--- src/rtl/cam_fb_pkg.sv ---
// Shared types and pixel helpers for the camera frame-buffer writer.
// Reused by display-side conversion paths.
package cam_fb_pkg;

  typedef enum logic [1:0] {
    PIX_GRAY,
    PIX_RGB332,
    PIX_RGB565
  } pix_mode_t;

  typedef enum logic {
    S_WRITE,
    S_WAIT_SWAP
  } wr_state_t;

  function automatic logic [7:0] rgb565_to_gray(
    input logic [15:0] p
  );
    logic [9:0] s;
    s = {2'b0, p[15:11], 3'b0}
      + {2'b0, p[10:5], 2'b0}
      + {2'b0, p[4:0], 3'b0};
    return 8'(s >> 2) + 8'(s >> 4)
         + 8'(s >> 6);
  endfunction

  function automatic logic [7:0] rgb565_to_332(
    input logic [15:0] p
  );
    return {p[15:13], p[10:8], p[4:3]};
  endfunction

  function automatic int addr_w(
    input int h,
    input int v,
    input int k
  );
    return $clog2((h >> k) * (v >> k)) + 1;
  endfunction

endpackage

--- src/rtl/cam_frame_writer_if.sv ---
// Frame-buffer BRAM write port (port A).
// Master drives, BRAM side receives.
interface cam_frame_writer_if #(
  parameter int ADDR_W = 18,
  parameter int OUT_W  = 8
);

  logic [ADDR_W-1:0] wr_addr_out;
  logic [OUT_W-1:0]  wr_data_out;
  logic              wr_en_out;

  modport master (
    output wr_addr_out,
    output wr_data_out,
    output wr_en_out
  );

  modport slave (
    input wr_addr_out,
    input wr_data_out,
    input wr_en_out
  );

endinterface

--- src/rtl/pixel_convert.sv ---
// One registered stage: 5-6-5 pixel to gray / rgb332 / rgb565.
// Reserved or unsupported modes fall back to gray.
module pixel_convert
  import cam_fb_pkg::*;
#(
  parameter int OUT_W = 8
) (
  input  logic             clk_i,
  input  logic             rst_n_i,
  input  pix_mode_t        mode_i,
  input  logic [15:0]      pixel_i,
  output logic [OUT_W-1:0] data_o
);

  logic [OUT_W-1:0] data_d;
  logic [OUT_W-1:0] data_q;

  always_comb begin
    data_d = OUT_W'(rgb565_to_gray(pixel_i));
    unique case (1'b1)
      (mode_i == PIX_RGB332):
        data_d = OUT_W'(rgb565_to_332(pixel_i));
      (mode_i == PIX_RGB565 && OUT_W == 16):
        data_d = OUT_W'(pixel_i);
      default: ;
    endcase
  end

  always_ff @(posedge clk_i or negedge rst_n_i) begin
    if (!rst_n_i) begin
      data_q <= '0;
    end else begin
      data_q <= data_d;
    end
  end

  assign data_o = data_q;

endmodule

--- src/rtl/cam_frame_writer.sv ---
// Camera-to-ping-pong frame-buffer writer with decimation,
// format conversion and tear-free bank swapping.
module cam_frame_writer
  import cam_fb_pkg::*;
#(
  parameter int H_RES      = 320,
  parameter int V_RES      = 240,
  parameter int OUT_W      = 8,
  parameter int DECIM_LOG2 = 0,
  parameter int ADDR_W     =
    addr_w(H_RES, V_RES, DECIM_LOG2)
) (
  input  logic        clk_in,
  input  logic        rst_in,
  input  logic [1:0]  mode_in,
  input  logic [15:0] pixel_in,
  input  logic [10:0] hcount_in,
  input  logic [9:0]  vcount_in,
  input  logic        valid_in,
  input  logic        frame_done_in,
  input  logic        nf_in,
  cam_frame_writer_if.master wr,
  output logic        rd_bank_out,
  output logic        swap_out,
  output logic [15:0] drop_count_out
);

  localparam int OFF_W = ADDR_W - 1;
  localparam logic [10:0] H_LIM = 11'(H_RES);
  localparam logic [9:0]  V_LIM = 10'(V_RES);
  localparam logic [10:0] H_MSK =
    11'((1 << DECIM_LOG2) - 1);
  localparam logic [9:0]  V_MSK =
    10'((1 << DECIM_LOG2) - 1);
  localparam logic [OFF_W-1:0] ROW_W =
    OFF_W'(H_RES >> DECIM_LOG2);

  wr_state_t         state_q;
  logic              bank_q;
  logic              swap_q;
  logic [15:0]       drop_q;
  logic [1:0]        mode_q;
  logic              mode_ld_q;
  logic [1:0]        mode_eff;

  logic              v1_q;
  logic              bank1_q;
  logic [OFF_W-1:0]  off1_q;
  logic [OUT_W-1:0]  data1;
  logic              en_q;
  logic [ADDR_W-1:0] addr_q;
  logic [OUT_W-1:0]  data_q;

  logic              accept;
  logic              pipe_busy;
  logic              do_swap;
  logic [OFF_W-1:0]  off_d;

  // First cycle out of reset samples mode_in live.
  assign mode_eff = mode_ld_q ? mode_in : mode_q;

  assign accept = valid_in
    && (state_q == S_WRITE)
    && (hcount_in < H_LIM)
    && (vcount_in < V_LIM)
    && ((hcount_in & H_MSK) == '0)
    && ((vcount_in & V_MSK) == '0);

  assign off_d =
    OFF_W'(hcount_in >> DECIM_LOG2)
    + ROW_W * OFF_W'(vcount_in >> DECIM_LOG2);

  assign pipe_busy = v1_q | en_q;
  assign do_swap = (state_q == S_WAIT_SWAP)
    && nf_in && !pipe_busy;

  pixel_convert #(
    .OUT_W (OUT_W)
  ) u_conv (
    .clk_i   (clk_in),
    .rst_n_i (rst_in),
    .mode_i  (pix_mode_t'(mode_eff)),
    .pixel_i (pixel_in),
    .data_o  (data1)
  );

  always_ff @(posedge clk_in or negedge rst_in) begin
    if (!rst_in) begin
      v1_q    <= 1'b0;
      bank1_q <= 1'b0;
      off1_q  <= '0;
      en_q    <= 1'b0;
      addr_q  <= '0;
      data_q  <= '0;
    end else begin
      v1_q <= accept;
      if (accept) begin
        bank1_q <= bank_q;
        off1_q  <= off_d;
      end
      en_q <= v1_q;
      if (v1_q) begin
        addr_q <= {bank1_q, off1_q};
        data_q <= data1;
      end
    end
  end

  always_ff @(posedge clk_in or negedge rst_in) begin
    if (!rst_in) begin
      state_q   <= S_WRITE;
      bank_q    <= 1'b0;
      swap_q    <= 1'b0;
      drop_q    <= '0;
      mode_q    <= 2'(PIX_GRAY);
      mode_ld_q <= 1'b1;
    end else begin
      swap_q    <= do_swap;
      mode_ld_q <= 1'b0;
      if (mode_ld_q) begin
        mode_q <= mode_in;
      end
      unique case (state_q)
        S_WRITE: begin
          if (frame_done_in) begin
            state_q <= S_WAIT_SWAP;
          end
        end
        S_WAIT_SWAP: begin
          if (frame_done_in && drop_q != 16'hFFFF) begin
            drop_q <= drop_q + 16'd1;
          end
          if (do_swap) begin
            state_q <= S_WRITE;
            bank_q  <= ~bank_q;
            mode_q  <= mode_in;
          end
        end
      endcase
    end
  end

  assign wr.wr_addr_out  = addr_q;
  assign wr.wr_data_out  = data_q;
  assign wr.wr_en_out    = en_q;
  assign rd_bank_out     = ~bank_q;
  assign swap_out        = swap_q;
  assign drop_count_out  = drop_q;

endmodule

--- src/flat_wrapper.sv ---
// flat-port wrapper written by rule: the top's interface ports become plain ports
module cam_frame_writer_flat import cam_fb_pkg::*;
#(
  parameter int H_RES      = 320,
  parameter int V_RES      = 240,
  parameter int OUT_W      = 8,
  parameter int DECIM_LOG2 = 0,
  parameter int ADDR_W     =
    addr_w(H_RES, V_RES, DECIM_LOG2)
)
  (clk_in, rst_in, mode_in, pixel_in, hcount_in, vcount_in, valid_in, frame_done_in, nf_in, rd_bank_out, swap_out, drop_count_out, wr_wr_addr_out, wr_wr_data_out, wr_wr_en_out);
  cam_frame_writer_if #(.ADDR_W(ADDR_W), .OUT_W(OUT_W)) wr_i ();
  input  logic clk_in;
  input  logic rst_in;
  input  logic [1:0] mode_in;
  input  logic [15:0] pixel_in;
  input  logic [10:0] hcount_in;
  input  logic [9:0] vcount_in;
  input  logic valid_in;
  input  logic frame_done_in;
  input  logic nf_in;
  output logic rd_bank_out;
  output logic swap_out;
  output logic [15:0] drop_count_out;
  output wire logic [$bits(wr_i.wr_addr_out)-1:0] wr_wr_addr_out;
  output wire logic [$bits(wr_i.wr_data_out)-1:0] wr_wr_data_out;
  output wire logic [$bits(wr_i.wr_en_out)-1:0] wr_wr_en_out;
  assign wr_wr_addr_out = wr_i.wr_addr_out;
  assign wr_wr_data_out = wr_i.wr_data_out;
  assign wr_wr_en_out = wr_i.wr_en_out;
  cam_frame_writer #(.H_RES(H_RES), .V_RES(V_RES), .OUT_W(OUT_W), .DECIM_LOG2(DECIM_LOG2), .ADDR_W(ADDR_W)) u_core (.clk_in(clk_in), .rst_in(rst_in), .mode_in(mode_in), .pixel_in(pixel_in), .hcount_in(hcount_in), .vcount_in(vcount_in), .valid_in(valid_in), .frame_done_in(frame_done_in), .nf_in(nf_in), .wr(wr_i), .rd_bank_out(rd_bank_out), .swap_out(swap_out), .drop_count_out(drop_count_out));
endmodule
--- config.mk ---
export PLATFORM = sky130hd
export DESIGN_NAME = cam_frame_writer_flat
export DESIGN_NICKNAME = d
export VERILOG_FILES = /design/src/rtl/cam_fb_pkg.sv /design/src/rtl/cam_frame_writer_if.sv /design/src/rtl/pixel_convert.sv /design/src/rtl/cam_frame_writer.sv /design/src/flat_wrapper.sv
export SDC_FILE = /design/constraint.sdc
export NUM_CORES = 1
export LEC_CHECK = 0
export ABC_AREA = 0
export CAP_MARGIN = 25
export CORE_MARGIN = 2
export CORE_UTILIZATION = 50
export CTS_CLUSTER_SIZE = 8
export DETAILED_ROUTE_END_ITERATION = 8
export PLACE_DENSITY = 0.78
export SYNTH_ARGS = -nofsm -noshare
export SYNTH_HDL_FRONTEND = slang
export SYNTH_SLANG_ARGS = --single-unit
--- constraint.sdc ---
create_clock -name clk_in -period 2.4 [get_ports clk_in]
set_input_delay 0.24 -clock clk_in [delete_from_list [all_inputs] [get_ports clk_in]]
set_output_delay 0.24 -clock clk_in [all_outputs]
set_load 0.005 [all_outputs]
# Word-level counts from Yosys, hierarchy flattened
# Index checks and enable logic that the tools add are counted.
classes:
  add_sub_neg: 6
  multipliers: 1
  order_cmp: 2
  eq_ne: 2
  n_mux: 7
  bitwise: 3
  n_reduce_logical: 9
ops:
  columns: ["op", "n"]
  rows:
  - ["11-bit by 17-bit adder with 17-bit output", 1]
  - ["16-bit by 1-bit adder with 16-bit output (second input constant)", 1]
  - ["16-bit inequality test (second input constant)", 1]
  - ["11-bit by 9-bit < comparator with 1-bit output (second input constant)", 1]
  - ["3-bit by 10-bit multiplier with 11-bit output (first input constant)", 1]
  - ["10-bit by 8-bit adder with 10-bit output", 1]
  - ["10-bit by 8-bit < comparator with 1-bit output (second input constant)", 1]
  - ["8-bit by 8-bit adder with 9-bit output", 1]
  - ["8-bit by 4-bit adder with 8-bit output", 1]
  - ["8-bit by 6-bit adder with 8-bit output", 1]
  - ["8-bit 2-to-1 mux", 1]
  - ["1-bit logical AND", 6]
  - ["2-bit 2-to-1 mux", 3]
  - ["2-bit AND reduction", 2]
  - ["2-bit by 1-bit == test with 1-bit output (second input constant)", 1]
  - ["1-bit 2-to-1 mux", 2]
  - ["1-bit NOT", 2]
  - ["1-bit one-hot mux with 2 select lines", 1]
  - ["1-bit logical NOT", 1]
  - ["1-bit OR", 1]
word_totals:
  reg_bits: 76
  inputBits: 44
  elab_cells: 43

# Longest topological paths before layout
depth:
  word_depth: 5
  ltp_mapped: 18
  depth_no_buf: 18

# Cells and area by module
# A second synthesis with hierarchy kept.
hier_totals:
  hier_cells: 386
  hier_area_um2: 4324.1
by_module_without_submodules:
  columns: ["module", "instances", "cells_per_inst", "area_per_inst_um2"]
  rows:
  - ["cam_frame_writer", 1, 298, 3387.0]
  - ["pixel_convert", 1, 88, 937.1]

# Worst setup path after synthesis
# No wires, ideal clock.
synth_timing:
  path_kind: "input port to flip-flop"
  from: "in pixel_in[6]"
  to: "reg u_core.u_conv.data_q[7], in the netlist u_core.u_conv.data_o[7]"
  setup_ps: 147
  arrival_ps: 3827
  required_ps: 2253
  slack_ps: -1574
  path_stages: 16
  path_buffers: 0
  path_cell_list: "ha_1 -> fa_1 -> ha_1 -> a21o_1 -> a21oi_1 -> o21bai_1 -> a21oi_1 -> xor2_1 -> fa_1 -> fa_1 -> a21o_1 -> a21oi_1 -> o21bai_1 -> a21oi_1 -> xor2_1 -> o21ai_0"
synth_between:
  elab_chain_cells: 5
synth_rtl:
  columns: ["item", "line", "text"]
  rows:
  - ["from (decl)", "flat_wrapper.sv:16", "input logic [15:0] pixel_in;"]
  - ["8-bit by 8-bit adder with 9-bit output (*)", "cam_fb_pkg.sv:21", "+ {2'b0, p[10:5], 2'b0}"]
  - ["10-bit by 8-bit adder with 10-bit output (*)", "cam_fb_pkg.sv:22", "+ {2'b0, p[4:0], 3'b0};"]
  - ["8-bit by 6-bit adder with 8-bit output", "cam_fb_pkg.sv:23", "return 8'(s >> 2) + 8'(s >> 4)"]
  - ["8-bit by 4-bit adder with 8-bit output (*)", "cam_fb_pkg.sv:24", "+ 8'(s >> 6);"]
  - ["8-bit 2-to-1 mux (*)", "pixel_convert.sv:20", "unique case (1'b1)"]
  - ["via u_core.u_conv.data_d[7]", "pixel_convert.sv:15", "logic [OUT_W-1:0] data_d;"]
  - ["to (signal assigned)", "pixel_convert.sv:33", "data_q <= data_d;"]
  - ["to (decl)", "pixel_convert.sv:16", "logic [OUT_W-1:0] data_q;"]
# The timed path passes the listed nets; every way through them passes the cells marked *.
# A chain may end at the register's enable or synchronous reset.

# Worst setup path in the final report
layout_timing:
  from: "in pixel_in[11]"
  to: "reg u_core.u_conv.data_q[7], in the netlist u_core.u_conv.data_o[7]"
# Same word-level chain as after synthesis.

==> results <==
- Entering global routing, the biggest net connects just over 70 pins.
- Subtracting the final worst setup slack from the clock period gives 3.664 ns.
- The tool flagged a number of max-cap violations equal to 0.
- For the final database, setup skew stands at 0.006673 ns.
- The multiplexer fraction of the synthesized cell area is approximately 9.9%.
- The checks that failed: negative setup slack.
- The mean number of vias per cell is around 5.2.
- The least setup slack across all paths after layout is -1.264 ns.
- A synthesized cell averages around 11 µm².
- The combinational family with the most area after synthesis is adder cells.
- Based on the critical path, the design can be clocked at up to ~270 MHz.
- The count of buffers from port buffering is 88.
- The area share of the largest cell type after synthesis is between 40 and 50%.
- Along the worst path, the maximum fanout reaches 2.
- In the routed design, unresolved DRC markers number 0.
- The number of DRC violations after detailed-routing iteration 0 is 102.
- The total of warnings raised by yosys is 0.
- The post-place setup slack is -1.927 ns.
- The worst setup path is captured at a flop.
- The arrival time at the worst endpoint is 3.88 ns.
- The longest clock path from root to sink contains 2 buffers.
- The overall die width is between 90 and 100 µm.
- The clock-pin transition on the worst setup and hold timing paths is around 0.07 ns.
- The xor and xnor fraction of the mapped netlist area is around 7.7%.
- Dividing total power by cell area gives a power density of 883.2 nW/µm².
- The synthesized-area fraction occupied by and/or/nand/nor cells is 10.74%.
- The repair_antennas step left the layout with diodes totalling 0.
- The number of nets in the synthesized netlist is around 480.
- Setup violations remaining at the end of the flow were counted as 9.
- The synthesized netlist devotes approximately 15% of its cell area to adder and majority cells.
- The most instantiated library cell after synthesis is dfrtp_1.
- The run finished, with violations left.
- The number of max-slew violations in the final report is 0.
- For this run, the post-layout net count is 650.
- The clock root buffer is clkbuf_8.
- The number of optimization iterations in the first detailed-route pass is 4.
- The TritonCTS clock tree is built.
- The compound-gate portion of the synthesized area is about a tenth.
- The setup TNS is -6.573 ns.
- The first-pass GRT wire length is about 16000 µm.
- The via count of the first global-routing pass came to between 3000 and 4000.
- For this design, the sink count on the clock tree is between 70 and 80.
- The layout overhead on the synthesized area is 49.19%.
- The type of origin of the critical path is a primary input.
- Of all flip-flops after synthesis, the portion carrying an async set or reset was 100.0%.
- CTS built an H-tree with a depth of 3.
- The path class of the tightest hold or removal check is in2async.
- The die is approximately 97 µm tall.
- The routability-driven placement congestion ratio is just under 0.9.
- The count of nets left with antenna violations after detail routing is 0.
- The number of hold violations in the final report is 0.
- The post-synthesis cell count is 383.
- After synthesis, the netlist uses between 40 and 50 different library cells.
- The initial antenna violation count is 0.
- Summed over all nets, the half-perimeter wirelength after detailed placement is 7159 µm.
- The clock latency of the later-clocked register in the worst-skew pair is 0.34 ns.
- The worst path uses 152.7% of the clock period.
- The primary flip-flop cell chosen by synthesis mapping is dfrtp_1.
- Wires add up to about 10000 µm.
- Setup repair after global routing could not meet its margin everywhere.
- The fill cell instance count of the final layout is roughly 530.
- At the pin with the least slew margin, the transition time is 0.9736 ns.
- In the global route stage, overall resource usage came out at a little over a fifth.
- The post-route netlist has between 30% and 40% of its cells at a drive strength greater than 1.
- Clock tree synthesis inserted a total of 9 buffers.
- The cell depth of the worst flop-to-flop path is 7.
- In this run the count of I/O pins placed on the die edge is 89.
- By area the synthesized netlist is led by dfrtp_1 (43%), ha_1 (11%), mux2_2 (9.6%), xnor2_1 (5.7%), fa_1 (4.2%).
- Across the VDD grid, the largest voltage drop is 0.6124 mV.
- The synthesized netlist occupies a cell area of around 4300 µm².
- Yosys mapped a number of flops with a built-in enable equal to 0.
- The routed length per instance is 15.37 µm.
- In this run the standard cell core region covers roughly 8300 µm².
- The die covers approximately 9400 µm².
- The part of the Yosys area used for sequential elements is 44.04%.
- The category of the critical setup timing path is in2reg.
- The relative max-transition margin is a little over a third.
- The cell taking the most area after synthesis is dfrtp_1.
- Once the floorplan was initialized, standard cells occupied 52.07% of the core.
- The critical path required time is ~2.6 ns.
- The number of rows created at floorplan is 33.
- The synthesized design contains between 70 and 80 register bits.
- After synthesis, the most frequently instantiated cells are dfrtp_1 (75), ha_1 (39), mux2_2 (37), nand2_1 (31), xnor2_1 (28).
- For this run the aggregate overflow at the end of global routing stands at 0.
- For this block, the via count after detailed routing is about 3500.
- Summed over all cells, the static leakage comes to about 3 nW.
flip-flops by register name, indices dropped and copies added (netlist names):
register and count:
u_core.swap_out 1, u_core.bank_q 1, u_core.wr.wr_addr_out 18, u_core.mode_q 2, u_core.state_q 1, u_core.wr.wr_en_out 1, u_core.bank1_q 1, u_core.off1_q 17
u_core.v1_q 1, u_core.u_conv.data_o 8, u_core.drop_count_out 16, u_core.wr.wr_data_out 8, u_core.mode_ld_q 1
repair_timing:
action                                  4_1_cts  5_1_grt
pin swaps                                    35       27
hold buffers                                  1        0
endpoints found under the setup margin       15       12
hold endpoints to repair                     75        0
buffers inserted                             10       10
gates resized for setup                      66       21
where the power goes:
group	switching, W	internal [W]
sequential	0.000154	0.00156
clock	0.000414	0.000424
combinational	0.00134	0.00181
total	0.00191	0.00379
layer usage:
layer / up-vias / global-route usage (%) / part of all wire (%)
li1: 1676 / - / -
met1: 1688 / 26.72 / 43
met2: 77 / 36.81 / 52
met3: 12 / 3.757 / 3.8
met4: 0 / 6.067 / 1.5
met5: - / 0 / 0
stage by stage:
step	total power [W]	hold slack, ns	util (%)	cell area (µm²)	instances
3_3_place_gp	0.004019	0.05419	71.08	5899	634
3_5_place_dp	0.004128	0.05754	71.08	5899	634
5_1_grt	0.006025	0.2311	77.69	6447	667
6_report	0.005694	0.2392	77.69	6447	667
2_1_floorplan	0.003023	-0.05559	-	4413	383
4_1_cts	0.005343	0.2255	75.44	6261	658
cells in the final DEF (no fill, tap or decap), types with 6 or more instances in the layout:
cell / netlist / routed
xor2_1: 10 / 8
ha_4: 0 / 15
nand4_1: 7 / 7
inv_1: 19 / 14
o21ai_1: 4 / 10
xnor2_1: 28 / 23
o21ai_0: 18 / 11
dfrtp_1: 75 / 75
nor2_1: 24 / 24
buf_6: 0 / 6
clkbuf_8: 0 / 11
mux2_2: 37 / 37
clkdlybuf4s50_1: 0 / 73
a21oi_2: 0 / 7
buf_4: 0 / 81
nand2_1: 31 / 31
a21o_1: 10 / 10
ha_1: 39 / 24
cell families (layout without fill, tap and decap cells):
logic type,Yosys count,after routing
and+or+nand+nor,91,91
muxes,38,38
buffers and inverters,27,206
other,1,1
AOI/OAI and AO/OA,64,64
adders and majority gates,48,48
xor gates and xnor gates,38,38
DFF,76,76
critical path: stages:
cell      delay (ns)
buf_6           0.10
ha_4            0.15
fa_2            0.46
buf_6           0.15
fa_2            0.39
a21oi_4         0.16
o21bai_4        0.08
xor2_2          0.17
fa_1            0.48
ha_4            0.19
fa_2            0.38
a21o_1          0.21
a21oi_2         0.18
o21bai_1        0.14
a21oi_2         0.17
xor2_1          0.15
o21ai_1         0.07
final timing paths:
kind | startpoint | end | slack [ns]
worst max-delay path | pixel_in[11] | u_core.u_conv.data_o[7] | -1.26
worst min-delay path | rst_in | u_core.wr.wr_addr_out[7] | 0.24
worst max register to register | u_core.drop_count_out[0] | u_core.drop_count_out[10] | 0.47
worst min register to register | u_core.off1_q[13] | u_core.off1_q[13] | 0.48
max in group asynchronous | rst_in | u_core.mode_ld_q | 1.57
min in group clk_in | vcount_in[0] | u_core.off1_q[6] | 0.42
final cells by class:
cell class              instances  area [µm²]  area share, %
clock inverters                 2       10.01         0.1552
flip-flops and latches         76        1903          29.52
clock buffers                  13       158.9          2.465
well taps                     105       131.4          2.038
repair buffers                172        1525          23.66
inverters                      19       71.32          1.106
multi-input cells             280        2648          41.06
(Power assumes the default switching activity.)
